**config.mk**
```make
export PLATFORM = sky130hd
export DESIGN_NAME = cordic_rr_sched
export DESIGN_NICKNAME = d
export VERILOG_FILES = /design/src/rtl/cordic_rr_sched.sv
export SDC_FILE = /design/constraint.sdc
export NUM_CORES = 1
export LEC_CHECK = 0
export CAP_MARGIN = 15
export CORE_MARGIN = 2
export CORE_UTILIZATION = 35
export DETAILED_ROUTE_END_ITERATION = 16
export PLACE_DENSITY = 0.7
export SETUP_SLACK_MARGIN = 0.3
export SLEW_MARGIN = 20
export SYNTH_ARGS = -nofsm -noshare
export SYNTH_HDL_FRONTEND = slang
export SYNTH_SLANG_ARGS = --single-unit
```
**constraint.sdc**
```tcl
create_clock -name i_clk -period 4.5 [get_ports i_clk]
set_input_delay 0.45 -clock i_clk [delete_from_list [all_inputs] [get_ports i_clk]]
set_output_delay 0.45 -clock i_clk [all_outputs]
set_load 0.03 [all_outputs]
```
**src/rtl/cordic_rr_sched.sv**
```systemverilog
// Round-robin front end for one shared iterative CORDIC engine: arbitrates
// requesters, drives the engine, and returns ID-tagged results.
module cordic_rr_sched #(
  parameter int gp_nr_req   = 4,
  parameter int gp_xy_width = 8,
  parameter int gp_z_width  = 8,
  parameter int gp_timeout  = 64,
  parameter int gp_id_width = $clog2(gp_nr_req)
) (
  input  logic                             i_clk,
  input  logic                             i_rst_an,
  input  logic [gp_nr_req-1:0]             i_req_valid,
  output logic [gp_nr_req-1:0]             o_req_ready,
  input  logic [gp_nr_req*gp_xy_width-1:0] i_req_x,
  input  logic [gp_nr_req*gp_xy_width-1:0] i_req_y,
  input  logic [gp_nr_req*gp_z_width-1:0]  i_req_z,
  output logic                             o_eng_start,
  output logic [gp_xy_width-1:0]           o_eng_x,
  output logic [gp_xy_width-1:0]           o_eng_y,
  output logic [gp_z_width-1:0]            o_eng_z,
  input  logic                             i_eng_done,
  input  logic [gp_xy_width-1:0]           i_eng_x,
  input  logic [gp_xy_width-1:0]           i_eng_y,
  input  logic [gp_z_width-1:0]            i_eng_z,
  output logic                             o_res_valid,
  input  logic                             i_res_ready,
  output logic [gp_id_width-1:0]           o_res_id,
  output logic [gp_xy_width-1:0]           o_res_x,
  output logic [gp_xy_width-1:0]           o_res_y,
  output logic [gp_z_width-1:0]            o_res_z,
  output logic                             o_res_err,
  output logic                             o_busy
);

  localparam int lp_cnt_w = $clog2(gp_timeout + 1);

  typedef enum logic [1:0] {
    ST_IDLE,
    ST_START,
    ST_BUSY,
    ST_RESP
  } t_state;

  t_state                         r_state;
  logic [gp_id_width-1:0]         r_ptr;
  logic [gp_id_width-1:0]         r_id;
  logic [lp_cnt_w-1:0]            r_cnt;
  logic signed [gp_xy_width-1:0]  r_op_x;
  logic signed [gp_xy_width-1:0]  r_op_y;
  logic signed [gp_z_width-1:0]   r_op_z;
  logic signed [gp_xy_width-1:0]  r_res_x;
  logic signed [gp_xy_width-1:0]  r_res_y;
  logic signed [gp_z_width-1:0]   r_res_z;
  logic [gp_id_width-1:0]         r_res_id;
  logic                           r_res_err;
  logic                           r_res_valid;
  logic                           r_eng_start;
  logic                           r_busy;

  logic [gp_id_width:0]           w_pick;
  logic                           w_gnt_vld;
  logic [gp_id_width-1:0]         w_gnt_idx;
  logic [gp_nr_req-1:0]           w_onehot;
  logic                           w_timeout;

  // First valid requester strictly after ptr, wrapping; MSB of result = found.
  function automatic logic [gp_id_width:0] f_rr_pick(
    input logic [gp_nr_req-1:0]   valid,
    input logic [gp_id_width-1:0] ptr
  );
    logic                   found;
    logic [gp_id_width-1:0] idx;
    logic [gp_nr_req-1:0]   sh;
    int                     k;
    found = 1'b0;
    idx   = '0;
    sh    = '0;
    k     = 0;
    for (int i = 1; i <= gp_nr_req; i++) begin
      k  = (int'(ptr) + i) % gp_nr_req;
      sh = valid >> k;
      if (!found && sh[0]) begin
        found = 1'b1;
        idx   = gp_id_width'(k);
      end
    end
    return {found, idx};
  endfunction

  assign w_pick    = f_rr_pick(i_req_valid, r_ptr);
  assign w_gnt_vld = w_pick[gp_id_width];
  assign w_gnt_idx = w_pick[gp_id_width-1:0];
  assign w_onehot  = gp_nr_req'(1) << w_gnt_idx;
  assign w_timeout = (r_cnt == lp_cnt_w'(gp_timeout - 1));

  // Ready is gated by reset so every output reads zero while held in reset.
  assign o_req_ready = (i_rst_an && (r_state == ST_IDLE) && w_gnt_vld) ? w_onehot : '0;

  always_ff @(posedge i_clk or negedge i_rst_an) begin
    if (!i_rst_an) begin
      r_state     <= ST_IDLE;
      r_ptr       <= gp_id_width'(gp_nr_req - 1);
      r_id        <= '0;
      r_cnt       <= '0;
      r_op_x      <= '0;
      r_op_y      <= '0;
      r_op_z      <= '0;
      r_res_x     <= '0;
      r_res_y     <= '0;
      r_res_z     <= '0;
      r_res_id    <= '0;
      r_res_err   <= 1'b0;
      r_res_valid <= 1'b0;
      r_eng_start <= 1'b0;
      r_busy      <= 1'b0;
    end else begin
      r_eng_start <= 1'b0;
      case (r_state)
        ST_IDLE: begin
          if (w_gnt_vld) begin
            r_op_x      <= i_req_x[int'(w_gnt_idx)*gp_xy_width +: gp_xy_width];
            r_op_y      <= i_req_y[int'(w_gnt_idx)*gp_xy_width +: gp_xy_width];
            r_op_z      <= i_req_z[int'(w_gnt_idx)*gp_z_width +: gp_z_width];
            r_id        <= w_gnt_idx;
            r_ptr       <= w_gnt_idx;
            r_eng_start <= 1'b1;
            r_busy      <= 1'b1;
            r_state     <= ST_START;
          end
        end
        ST_START: begin
          r_cnt   <= '0;
          r_state <= ST_BUSY;
        end
        ST_BUSY: begin
          // done takes priority over a timeout landing in the same cycle
          if (i_eng_done) begin
            r_res_x     <= i_eng_x;
            r_res_y     <= i_eng_y;
            r_res_z     <= i_eng_z;
            r_res_id    <= r_id;
            r_res_err   <= 1'b0;
            r_res_valid <= 1'b1;
            r_state     <= ST_RESP;
          end else if (w_timeout) begin
            r_res_x     <= '0;
            r_res_y     <= '0;
            r_res_z     <= '0;
            r_res_id    <= r_id;
            r_res_err   <= 1'b1;
            r_res_valid <= 1'b1;
            r_state     <= ST_RESP;
          end else begin
            r_cnt <= r_cnt + lp_cnt_w'(1);
          end
        end
        ST_RESP: begin
          if (i_res_ready) begin
            r_res_valid <= 1'b0;
            r_busy      <= 1'b0;
            r_state     <= ST_IDLE;
          end
        end
        default: r_state <= ST_IDLE;
      endcase
    end
  end

  assign o_eng_start = r_eng_start;
  assign o_eng_x     = r_op_x;
  assign o_eng_y     = r_op_y;
  assign o_eng_z     = r_op_z;
  assign o_res_valid = r_res_valid;
  assign o_res_id    = r_res_id;
  assign o_res_x     = r_res_x;
  assign o_res_y     = r_res_y;
  assign o_res_z     = r_res_z;
  assign o_res_err   = r_res_err;
  assign o_busy      = r_busy;

endmodule

```
==> flow_metrics.py, run 1 <==
metrics = {
    "synthesis": {
        "synth_edf_count": 0,
        "synth_ff_type": "dfrtp_1",
        "avgSynthCellArea_um2": 10.4,
        "ys_seq_elements": 67,
        "synthesis.instances": 337,
        "synth_area_leaders": "dfrtp_1 46%, a221oi_1 6.0%, a22o_1 6.0%",
        "synth.top_cell.area_share_pct": 46.5,
        "synth_nets": 471,
        "ys_seq_area_share_pct": 48.0,
        "synth_commonest_cells": "65 x dfrtp_1, 33 x nor2_1, 29 x nand2_1, 25 x a31oi_1, 25 x o211ai_1",
        "netlist_area_mm2": 0.00350,
        "synth_most_common_cell": "dfrtp_1",
        "synth_async_sr_flop_share_pct": 100,
        "yosysWarnings": 0,
        "yosys.area.top_type": "dfrtp_1",
        "ys_types": 50,
    },
    "critical_path": {
        "path_class": "input port to primary output",
        "endpoint_kind": "primary output",
        "crit_fanout": 25,
        "worstSetupStartpoint": "i_req_valid[3]",
        "reg2reg_from": "r_cnt[0]$_DFFE_PN0P_",
        "path_common_cell": "clkdlybuf4s50_1",
        "critPathMaxStageDelay_ns": 0.67,
        "slowest_stage": "clkdlybuf4s50_1",
        "cp-start-kind": "input port",
        "crit_arrival_ns": 2.93,
        "worstPathCellList": "clkdlybuf4s50_1, o21ba_2, o211ai_4, and3_1, clkdlybuf4s50_1",
        "crit_required_ns": 4.05,
        "r2r_slack_ns": 2.33,
    },
    "power": {
        "seqPwrFrac_pct": 28.5,
        "intPower_mw": 2.11,
        "powerDensity_mw_per_mm2": 668,
        "clockPowerShare_pct": 15.2,
        "leakagePower_nw": 2.22,
        "ir_worst_vdd_v": 0.000232,
        "p_sw_mw": 1.62,
        "p_sw_share_pct": 43.4,
        "combPwrFrac_pct": 56.2,
    },
    "finish": {
        "drive_gt1_share_pct": 8.33,
        "n_antenna_cell": 0,
        "final_cells": 649,
        "area_delta_synth_final_pct": 60.0,
        "n_fill_cell": 862,
        "num-nets-final": 645,
    },
    "clock_tree": {
        "cts.path.max_buffers": 2,
        "cts_buffers": 9,
        "root_buffer": "clkbuf_8",
        "post_cts_resized": 0,
        "clk_pin_slew_ns": 0.08,
        "postCtsSetupRepairBufs": 0,
        "insertion_delay_ns": 0.36,
        "cts-hold-fix-buffers": 0,
        "cts-htree-levels": 3,
        "cts_tree": "yes",
        "clock_sinks": 67,
    },
    "routing": {
        "num_vias": 3413,
        "drtPass1Iterations": 4,
        "drc": 0,
        "vias_per_cell": 5.26,
        "wl_per_cell_um": 17.2,
        "routed_wl_um": 11200,
        "ant_nets": 0,
        "drt_iter0_markers": 188,
    },
    "timing": {
        "finalHoldViolCount": 0,
        "fmax_mhz": 296,
        "fin_crit_ns": 3.38,
        "max-slew-margin-rel_pct": 40.6,
        "holdWs_ns": 0.0121,
        "setup_viol": 0,
        "post-route-period-util_pct": 75.2,
        "rsz0062_at_grt": "false",
        "finalSetupTns_ns": 0,
        "finClkSkew_ns": 0.0109,
        "drv_slew": 0,
        "tightest_slew_ns": 0.890,
    },
    "placement": {
        "io_buffer_count": 185,
        "gp_congestion": 0.848,
        "hpwl_um": 8070,
        "placed_cells": 633,
    },
    "global_route": {
        "overflow": 0,
        "grt.total_usage_pct": 20.8,
        "grt_pass1_vias": 3461,
        "grt_pass1_wl_um": 17900,
        "grt_max_degree": 57,
        "antenna_found_initial": 0,
    },
    "floorplanning": {
        "fp.dieH_um": 104,
        "coreArea_mm2": 0.00973,
        "ios": 186,
        "die_x_um": 104,
        "row_count": 36,
        "start_util_pct": 36.0,
        "design.die.area_mm2": 0.0108,
    },
    "worst_hold_path": {
        "hp-class": "input port to asynchronous set/reset pin",
    },
    "job": {
        "max_cap_violations": 0,
    },
    "status": {
        "status": "finished, final reports clean",
    },
}
critical path: cells and delay by family:
family | cells | cell delay (ns)
buf+inv | 2 | 1.30
compound gates | 2 | 0.93
simple gates | 1 | 0.24
per-stage QoR:
| step | cell area (um2) | setup WS [ns] | power (mW) | utilization [%] |
|---|---|---|---|---|
| after global placement | 5360 | 0.879 | 3.14 | 55.1 |
| after global routing | 5600 | 0.978 | 3.97 | 57.5 |
| final | 5600 | 1.12 | 3.74 | 57.5 |
| after CTS | 5590 | 0.813 | 3.76 | 57.4 |
| after floorplan | 3500 | 2.39 | 2.41 | - |
| after detailed placement | 5360 | 0.812 | 3.18 | 55.1 |
registers in the layout, indices dropped and copies added, names as in the netlist:
| register | count |
|---|---|
| o_res_err | 1 |
| o_res_valid | 1 |
| o_eng_start | 1 |
| r_id | 2 |
| o_eng_y | 8 |
| o_res_x | 8 |
| o_eng_x | 8 |
| o_res_z | 8 |
| o_res_y | 8 |
| o_busy | 1 |
| o_eng_z | 8 |
| r_ptr | 2 |
| o_res_id | 2 |
| r_cnt | 7 |
| r_state | 2 |
final cells by class:
cell class                 count  area, um2  share of cell area, %
clock inverter                 6       88.8                   1.59
multi-input combinational    231       1590                   28.4
clock buffer                  10        138                   2.46
timing repair buffer         191       1890                   33.8
tap                          133        166                   2.97
sequential                    67       1680                   30.0
inverter                      11       41.3                  0.738
per-layer routing:
layer | GRT usage, % | share of wire, % | vias up
met5 | 0 | 0 | -
met4 | 9.94 | 2.4 | 0
met3 | 6.39 | 8.8 | 19
met2 | 34.0 | 47 | 170
met1 | 25.1 | 41 | 1591
li1 | - | - | 1633
cells by family after synthesis:
logic type,synth area share (%)
buffers and inverters,6.76
adders and majority gates,2.15
AOI/OAI and AO/OA,29.7
and+or+nand+nor,11.8
DFF,48.0
muxes,1.54
placed cells by master, fill, tap and decap left out, drive strengths merged, types with 3 or more instances in the layout:
cell / n
clkbuf: 10
o211ai: 26
nand2b: 5
inv: 11
or3: 3
o31ai: 3
o21ai: 6
buf: 7
dfrtp: 65
a22o: 24
nand2: 30
nand3: 7
nor2: 33
a221oi: 24
clkdlybuf4s50: 184
a21oi: 9
a31oi: 25
and3: 3
ha: 6
mux2: 3
power groups by stage:
stage | logic [mW] | clock network [mW] | registers, mW
6_report | 2.10 | 0.568 | 1.07
5_1_grt | 2.26 | 0.608 | 1.11
4_1_cts | 2.12 | 0.576 | 1.07
3_5_place_dp | 2.11 | 0 | 1.08
3_3_place_gp | 2.07 | 0 | 1.06
2_1_floorplan | 0.877 | 0 | 1.53
final timing paths:
path,end,depth (start not counted)
worst max-delay path,o_req_ready[0],5
worst min-delay path,o_eng_y[1]$_DFFE_PN0P_,1
max in group asynchronous,o_eng_z[2]$_DFFE_PN0P_,2
worst max register to register,o_res_id[1]$_DFFE_PN0P_,5
min in group i_clk,r_id[1]$_DFFE_PN0P_,2
worst min register to register,r_id[1]$_DFFE_PN0P_,2
Note: power is estimated with default switching activity, not from simulation.
==> run 2: changes to the inputs <==
Clock period 4.5 ns to 3.39 ns, I/O delays scaled along.
==> run 2 against run 1 <==
Effect of this change: clock power grew 26%; wire length down 0.69%; power is 32% higher; largest cell class unchanged; critical path depth rose by 1; highest routed layer unchanged; first-iteration DRC count shrank 5.3%; critical path type unchanged; core utilization increased by 0.15 points; non-clock buffer count is 4 higher; sequential share of layout area fell by 0.080 points; die area did not move; cell area increased by 0.27%; register-to-register slack worse by 1.1 ns.
==> flow_metrics.py, run 2 (same netlist as run 1, synthesis figures left out) <==
metrics = {
    "timing": {
        "rsz0062_at_grt": "false",
        "post-route-period-util_pct": 82.6,
        "finClkSkew_ns": 0.00864,
        "finalSetupTns_ns": 0,
        "fmax_mhz": 357,
        "max-slew-margin-rel_pct": 41.1,
        "holdWs_ns": 0.468,
        "setup_viol": 0,
        "drv_slew": 0,
        "tightest_slew_ns": 0.883,
        "finalHoldViolCount": 0,
        "fin_crit_ns": 2.80,
    },
    "global_route": {
        "overflow": 0,
        "grt_pass1_vias": 3549,
        "grt_pass1_wl_um": 18200,
        "grt.total_usage_pct": 20.9,
        "antenna_found_initial": 0,
        "grt_max_degree": 55,
    },
    "clock_tree": {
        "insertion_delay_ns": 0.33,
        "cts.path.max_buffers": 2,
        "cts_buffers": 9,
        "cts-htree-levels": 3,
        "clk_pin_slew_ns": 0.07,
        "root_buffer": "clkbuf_8",
        "cts_tree": "yes",
        "clock_sinks": 67,
    },
    "power": {
        "leakagePower_nw": 2.23,
        "p_total_mw": 4.93,
        "ir_worst_vdd_v": 0.000339,
        "powerDensity_mw_per_mm2": 879,
    },
    "finish": {
        "final_cell_mix": "184 x clkdlybuf4s50_1, 65 x dfrtp_1, 33 x nor2_1",
        "num-nets-final": 649,
        "drive_gt1_share_pct": 8.67,
        "n_antenna_cell": 0,
        "final_common_cell": "clkdlybuf4s50_1",
        "area_delta_synth_final_pct": 60.4,
    },
    "critical_path": {
        "reg2reg_from": "r_cnt[0]$_DFFE_PN0P_",
        "crit_required_ns": 3.05,
        "crit_fanout": 12,
        "path_class": "input port to primary output",
        "worstPathCellList": "clkdlybuf4s50_1, buf_4, or3_1, o211ai_2, and3_1, clkdlybuf4s50_1",
        "r2r_slack_ns": 1.24,
        "crit_arrival_ns": 2.46,
        "critPathMaxStageDelay_ns": 0.70,
        "slowest_stage": "clkdlybuf4s50_1",
        "endpoint_kind": "primary output",
        "path_common_cell": "clkdlybuf4s50_1",
        "worstSetupStartpoint": "i_req_valid[3]",
        "cp-start-kind": "input port",
    },
    "routing": {
        "num_vias": 3495,
        "drc": 0,
        "drtPass1Iterations": 5,
        "wl_per_cell_um": 17.0,
        "routed_wl_um": 11100,
        "vias_per_cell": 5.36,
        "ant_nets": 0,
        "drt_iter0_markers": 178,
    },
    "floorplanning": {
        "design.die.area_mm2": 0.0108,
        "ios": 186,
        "fp.dieH_um": 104,
        "start_util_pct": 36.0,
        "die_x_um": 104,
        "coreArea_mm2": 0.00973,
        "row_count": 36,
    },
    "placement": {
        "io_buffer_count": 185,
        "hpwl_um": 8130,
        "gp_congestion": 0.814,
    },
    "worst_hold_path": {
        "hp-class": "register to register",
        "hold_start": "r_id[1]$_DFFE_PN0P_",
    },
    "job": {
        "max_cap_violations": 0,
    },
    "status": {
        "status": "finished, final reports clean",
    },
}
## run 2: report_power, final
part           total, mW  switching, mW  internal [mW]
logic               2.81           1.62           1.19
registers           1.41          0.221           1.19
clock network      0.716          0.306          0.411
total               4.93           2.14           2.79
## run 2: layout make-up
cell class / instances / area [um2]
fillers: 878 / 4120
clock buffers: 9 / 124
multi-input cells: 231 / 1580
well taps: 133 / 166
clock inverters: 6 / 91.3
inverters: 11 / 43.8
flip-flops and latches: 67 / 1680
repair buffers: 195 / 1920
## run 2: routing by layer
layer | GRT usage, % | part of all wire [%] | routed length, um
met5 | 0 | 0 | 0
met4 | 8.01 | 2.4 | 270
met3 | 6.39 | 8.1 | 902
met2 | 35.4 | 48 | 5310
met1 | 24.9 | 41 | 4600
## run 2: timing repair
item / in CTS / in global routing
buffers inserted: 0 / 0
hold buffers: 1 / 0
hold endpoints to repair: 13 / 0
gates resized for setup: 0 / 2
endpoints found under the setup margin: 0 / 1
## run 2: stage by stage
stage	instance area, um2	worst slack [ns]	instances	util, %
2_1_floorplan	3500	1.49	337	-
3_3_place_gp	5380	0.474	636	55.3
3_5_place_dp	5380	0.425	636	55.3
4_1_cts	5610	0.395	652	57.7
5_1_grt	5610	0.479	652	57.7
6_report	5610	0.589	652	57.7
## run 2: worst max-delay path: cells and delay by family
family / cells / cell delay, ns
AO/OA/AOI/OAI: 1 / 0.08
AND/OR/NAND/NOR: 2 / 0.56
buffers and inverters: 3 / 1.48
## run 2: final timing paths
kind,depth (start not counted),endpoint
worst min-delay path,2,r_id[1]$_DFFE_PN0P_
max in group asynchronous,3,r_cnt[2]$_DFFE_PN0P_
worst max register to register,5,o_res_id[0]$_DFFE_PN0P_
worst min register to register,2,r_id[1]$_DFFE_PN0P_
min in group asynchronous,2,o_eng_x[0]$_DFFE_PN0P_
worst max-delay path,6,o_req_ready[0]
==> run 3: changes to the inputs <==
Settings changed: PLACE_DENSITY 0.7 to 0.73.
Clock period 3.39 ns to 2.54 ns, I/O delays scaled along.
==> run 3 against run 2 <==
Effect of this change: sequential cell count did not move; via count fell by 0.60%; largest power group unchanged; cell area rose by 1.1%; worst setup slack got worse by 0.12 ns; power rose by 34%; critical endpoint unchanged; clock-buffer cell count rose by 2; first-iteration DRC count fell by 21%; largest cell class unchanged; clock skew rose by 0.0046 ns; core utilization rose by 0.66 points.
==> flow_metrics.py, run 3 (same netlist as run 1, synthesis figures left out) <==
metrics = {
    "floorplanning": {
        "start_util_pct": 36.0,
        "row_count": 36,
        "die_x_um": 104,
        "design.die.area_mm2": 0.0108,
        "ios": 186,
        "fp.dieH_um": 104,
        "coreArea_mm2": 0.00973,
    },
    "routing": {
        "drt_iter0_markers": 141,
        "drtPass1Iterations": 5,
        "routed_wl_um": 11100,
        "drc": 0,
        "ant_nets": 0,
        "vias_per_cell": 5.24,
        "wl_per_cell_um": 16.7,
        "num_vias": 3474,
    },
    "clock_tree": {
        "cts-htree-levels": 3,
        "cts_tree": "yes",
        "insertion_delay_ns": 0.34,
        "cts.path.max_buffers": 2,
        "cts_buffers": 9,
        "clk_pin_slew_ns": 0.08,
        "root_buffer": "clkbuf_8",
        "clock_sinks": 67,
    },
    "global_route": {
        "overflow": 0,
        "grt_pass1_wl_um": 17600,
        "grt_max_degree": 56,
        "antenna_found_initial": 0,
        "grt_pass1_vias": 3401,
        "grt.total_usage_pct": 20.2,
    },
    "timing": {
        "finClkSkew_ns": 0.0132,
        "fmax_mhz": 483,
        "drv_slew": 0,
        "finalHoldViolCount": 0,
        "setup_slack_ns": 0.471,
        "post-route-period-util_pct": 81.4,
        "rsz0062_at_grt": "false",
        "finalSetupTns_ns": 0,
        "max-slew-margin-rel_pct": 55.5,
        "setup_viol": 0,
        "tightest_slew_ns": 0.668,
        "fin_crit_ns": 2.07,
    },
    "critical_path": {
        "path_class": "input port to primary output",
        "worstPathCellList": "clkdlybuf4s50_1, buf_4, or3_1, o211ai_2, and3_1, buf_12",
        "crit_required_ns": 2.29,
        "cp-start-kind": "input port",
        "critPathMaxStageDelay_ns": 0.53,
        "endpoint_kind": "primary output",
        "critPathBufInv": 3,
        "crit_fanout": 6,
        "slowest_stage": "clkdlybuf4s50_1",
        "crit_arrival_ns": 1.81,
        "path_delay_family": "buffers and inverters",
    },
    "status": {
        "status": "finished, final reports clean",
    },
    "finish": {
        "area_delta_synth_final_pct": 62.2,
        "drive_gt1_share_pct": 11.3,
        "regArea_mm2": 0.00168,
        "multiInputGateArea_mm2": 0.00158,
        "n_fill_cell": 861,
        "final_common_cell": "clkdlybuf4s50_1",
        "num-nets-final": 659,
        "n_antenna_cell": 0,
        "final_cell_mix": "180 x clkdlybuf4s50_1, 65 x dfrtp_1, 33 x nor2_1",
    },
    "placement": {
        "post-place-ws_ns": 0.101,
        "io_buffer_count": 185,
        "gp_congestion": 0.861,
        "hpwl_um": 8280,
    },
    "power": {
        "seqPwrFrac_pct": 28.6,
        "clockPowerShare_pct": 14.1,
        "p_sw_mw": 2.87,
        "combPwrFrac_pct": 57.3,
        "powerDensity_mw_per_mm2": 1170,
        "intPower_mw": 3.74,
        "ir_worst_vdd_v": 0.000478,
        "p_sw_share_pct": 43.4,
        "leakagePower_nw": 2.29,
    },
    "worst_hold_path": {
        "hp-class": "input port to asynchronous set/reset pin",
    },
    "job": {
        "max_cap_violations": 0,
    },
}
run 3: cell count changes in the layout (fill, tap and decap cells not counted):
cell and delta:
buf_12 +1, buf_4 +10, bufinv_16 -1, clkbuf_2 +3, clkbuf_8 +2, clkdlybuf4s50_1 -4, clkinv_2 +1, clkinvlp_4 -2
inv_2 +1, inv_4 -1, inv_6 +1
run 3: worst paths after layout:
| path | endpoint | from | cells after the start | slack (ns) |
|---|---|---|---|---|
| max reg2reg | o_res_id[0]$_DFFE_PN0P_ | r_cnt[0]$_DFFE_PN0P_ | 5 | 0.63 |
| min | o_eng_z[7]$_DFFE_PN0P_ | i_rst_an | 2 | 0.43 |
| max | o_req_ready[0] | i_req_valid[2] | 6 | 0.47 |
| min in group i_clk | o_eng_z[0]$_DFFE_PN0P_ | i_req_z[8] | 3 | 0.47 |
| min reg2reg | r_id[1]$_DFFE_PN0P_ | r_id[1]$_DFFE_PN0P_ | 2 | 0.48 |
| max in group asynchronous | o_res_y[0]$_DFFE_PN0P_ | i_rst_an | 3 | 1.12 |
run 3: cell type report:
| class | count | share of cell area, % |
|---|---|---|
| Timing Repair Buffer | 205 | 35.1 |
| Clock inverter | 5 | 1.06 |
| Inverter | 11 | 0.728 |
| Tap cell | 133 | 2.93 |
| Multi-Input combinational cell | 231 | 27.9 |
| Clock buffer | 11 | 2.67 |
| Sequential cell | 67 | 29.6 |
run 3: what timing repair did:
item	CTS	global route
setup buffers	0	3
endpoints found under the setup margin	3	29
resized for setup	3	6
hold buffers	1	0
endpoints found under the hold margin	12	0
pin swaps	0	1
run 3: power by group through the flow:
stage	clock [mW]	combinational, mW	sequential (mW)
final	0.930	3.79	1.89
after global routing	0.998	4.05	1.96
after CTS	0.955	3.81	1.90
after detailed placement	0	3.79	1.91
after global placement	0	3.74	1.89
after floorplan	0	1.55	2.72
run 3: metrics by stage:
stage | cells | hold WS, ns | utilization (%) | power (mW) | instance area, um2
2_1_floorplan | 337 | -0.0416 | - | 4.27 | 3500
3_3_place_gp | 643 | 0.189 | 56.0 | 5.63 | 5450
3_5_place_dp | 643 | 0.188 | 56.0 | 5.71 | 5450
4_1_cts | 660 | 0.411 | 58.2 | 6.66 | 5660
5_1_grt | 663 | 0.456 | 58.3 | 7.01 | 5680
6_report | 663 | 0.431 | 58.3 | 6.61 | 5680
run 3: metal layers:
| layer | wire [um] | GRT usage, % | part of all wire [%] | up-vias |
|---|---|---|---|---|
| met5 | 0 | 0 | 0 | - |
| met2 | 5610 | 35.6 | 51 | 154 |
| met1 | 4500 | 24.5 | 41 | 1650 |
| met3 | 873 | 5.33 | 7.9 | 7 |
| met4 | 78 | 5.31 | 0.71 | 0 |
| li1 | - | - | - | 1663 |
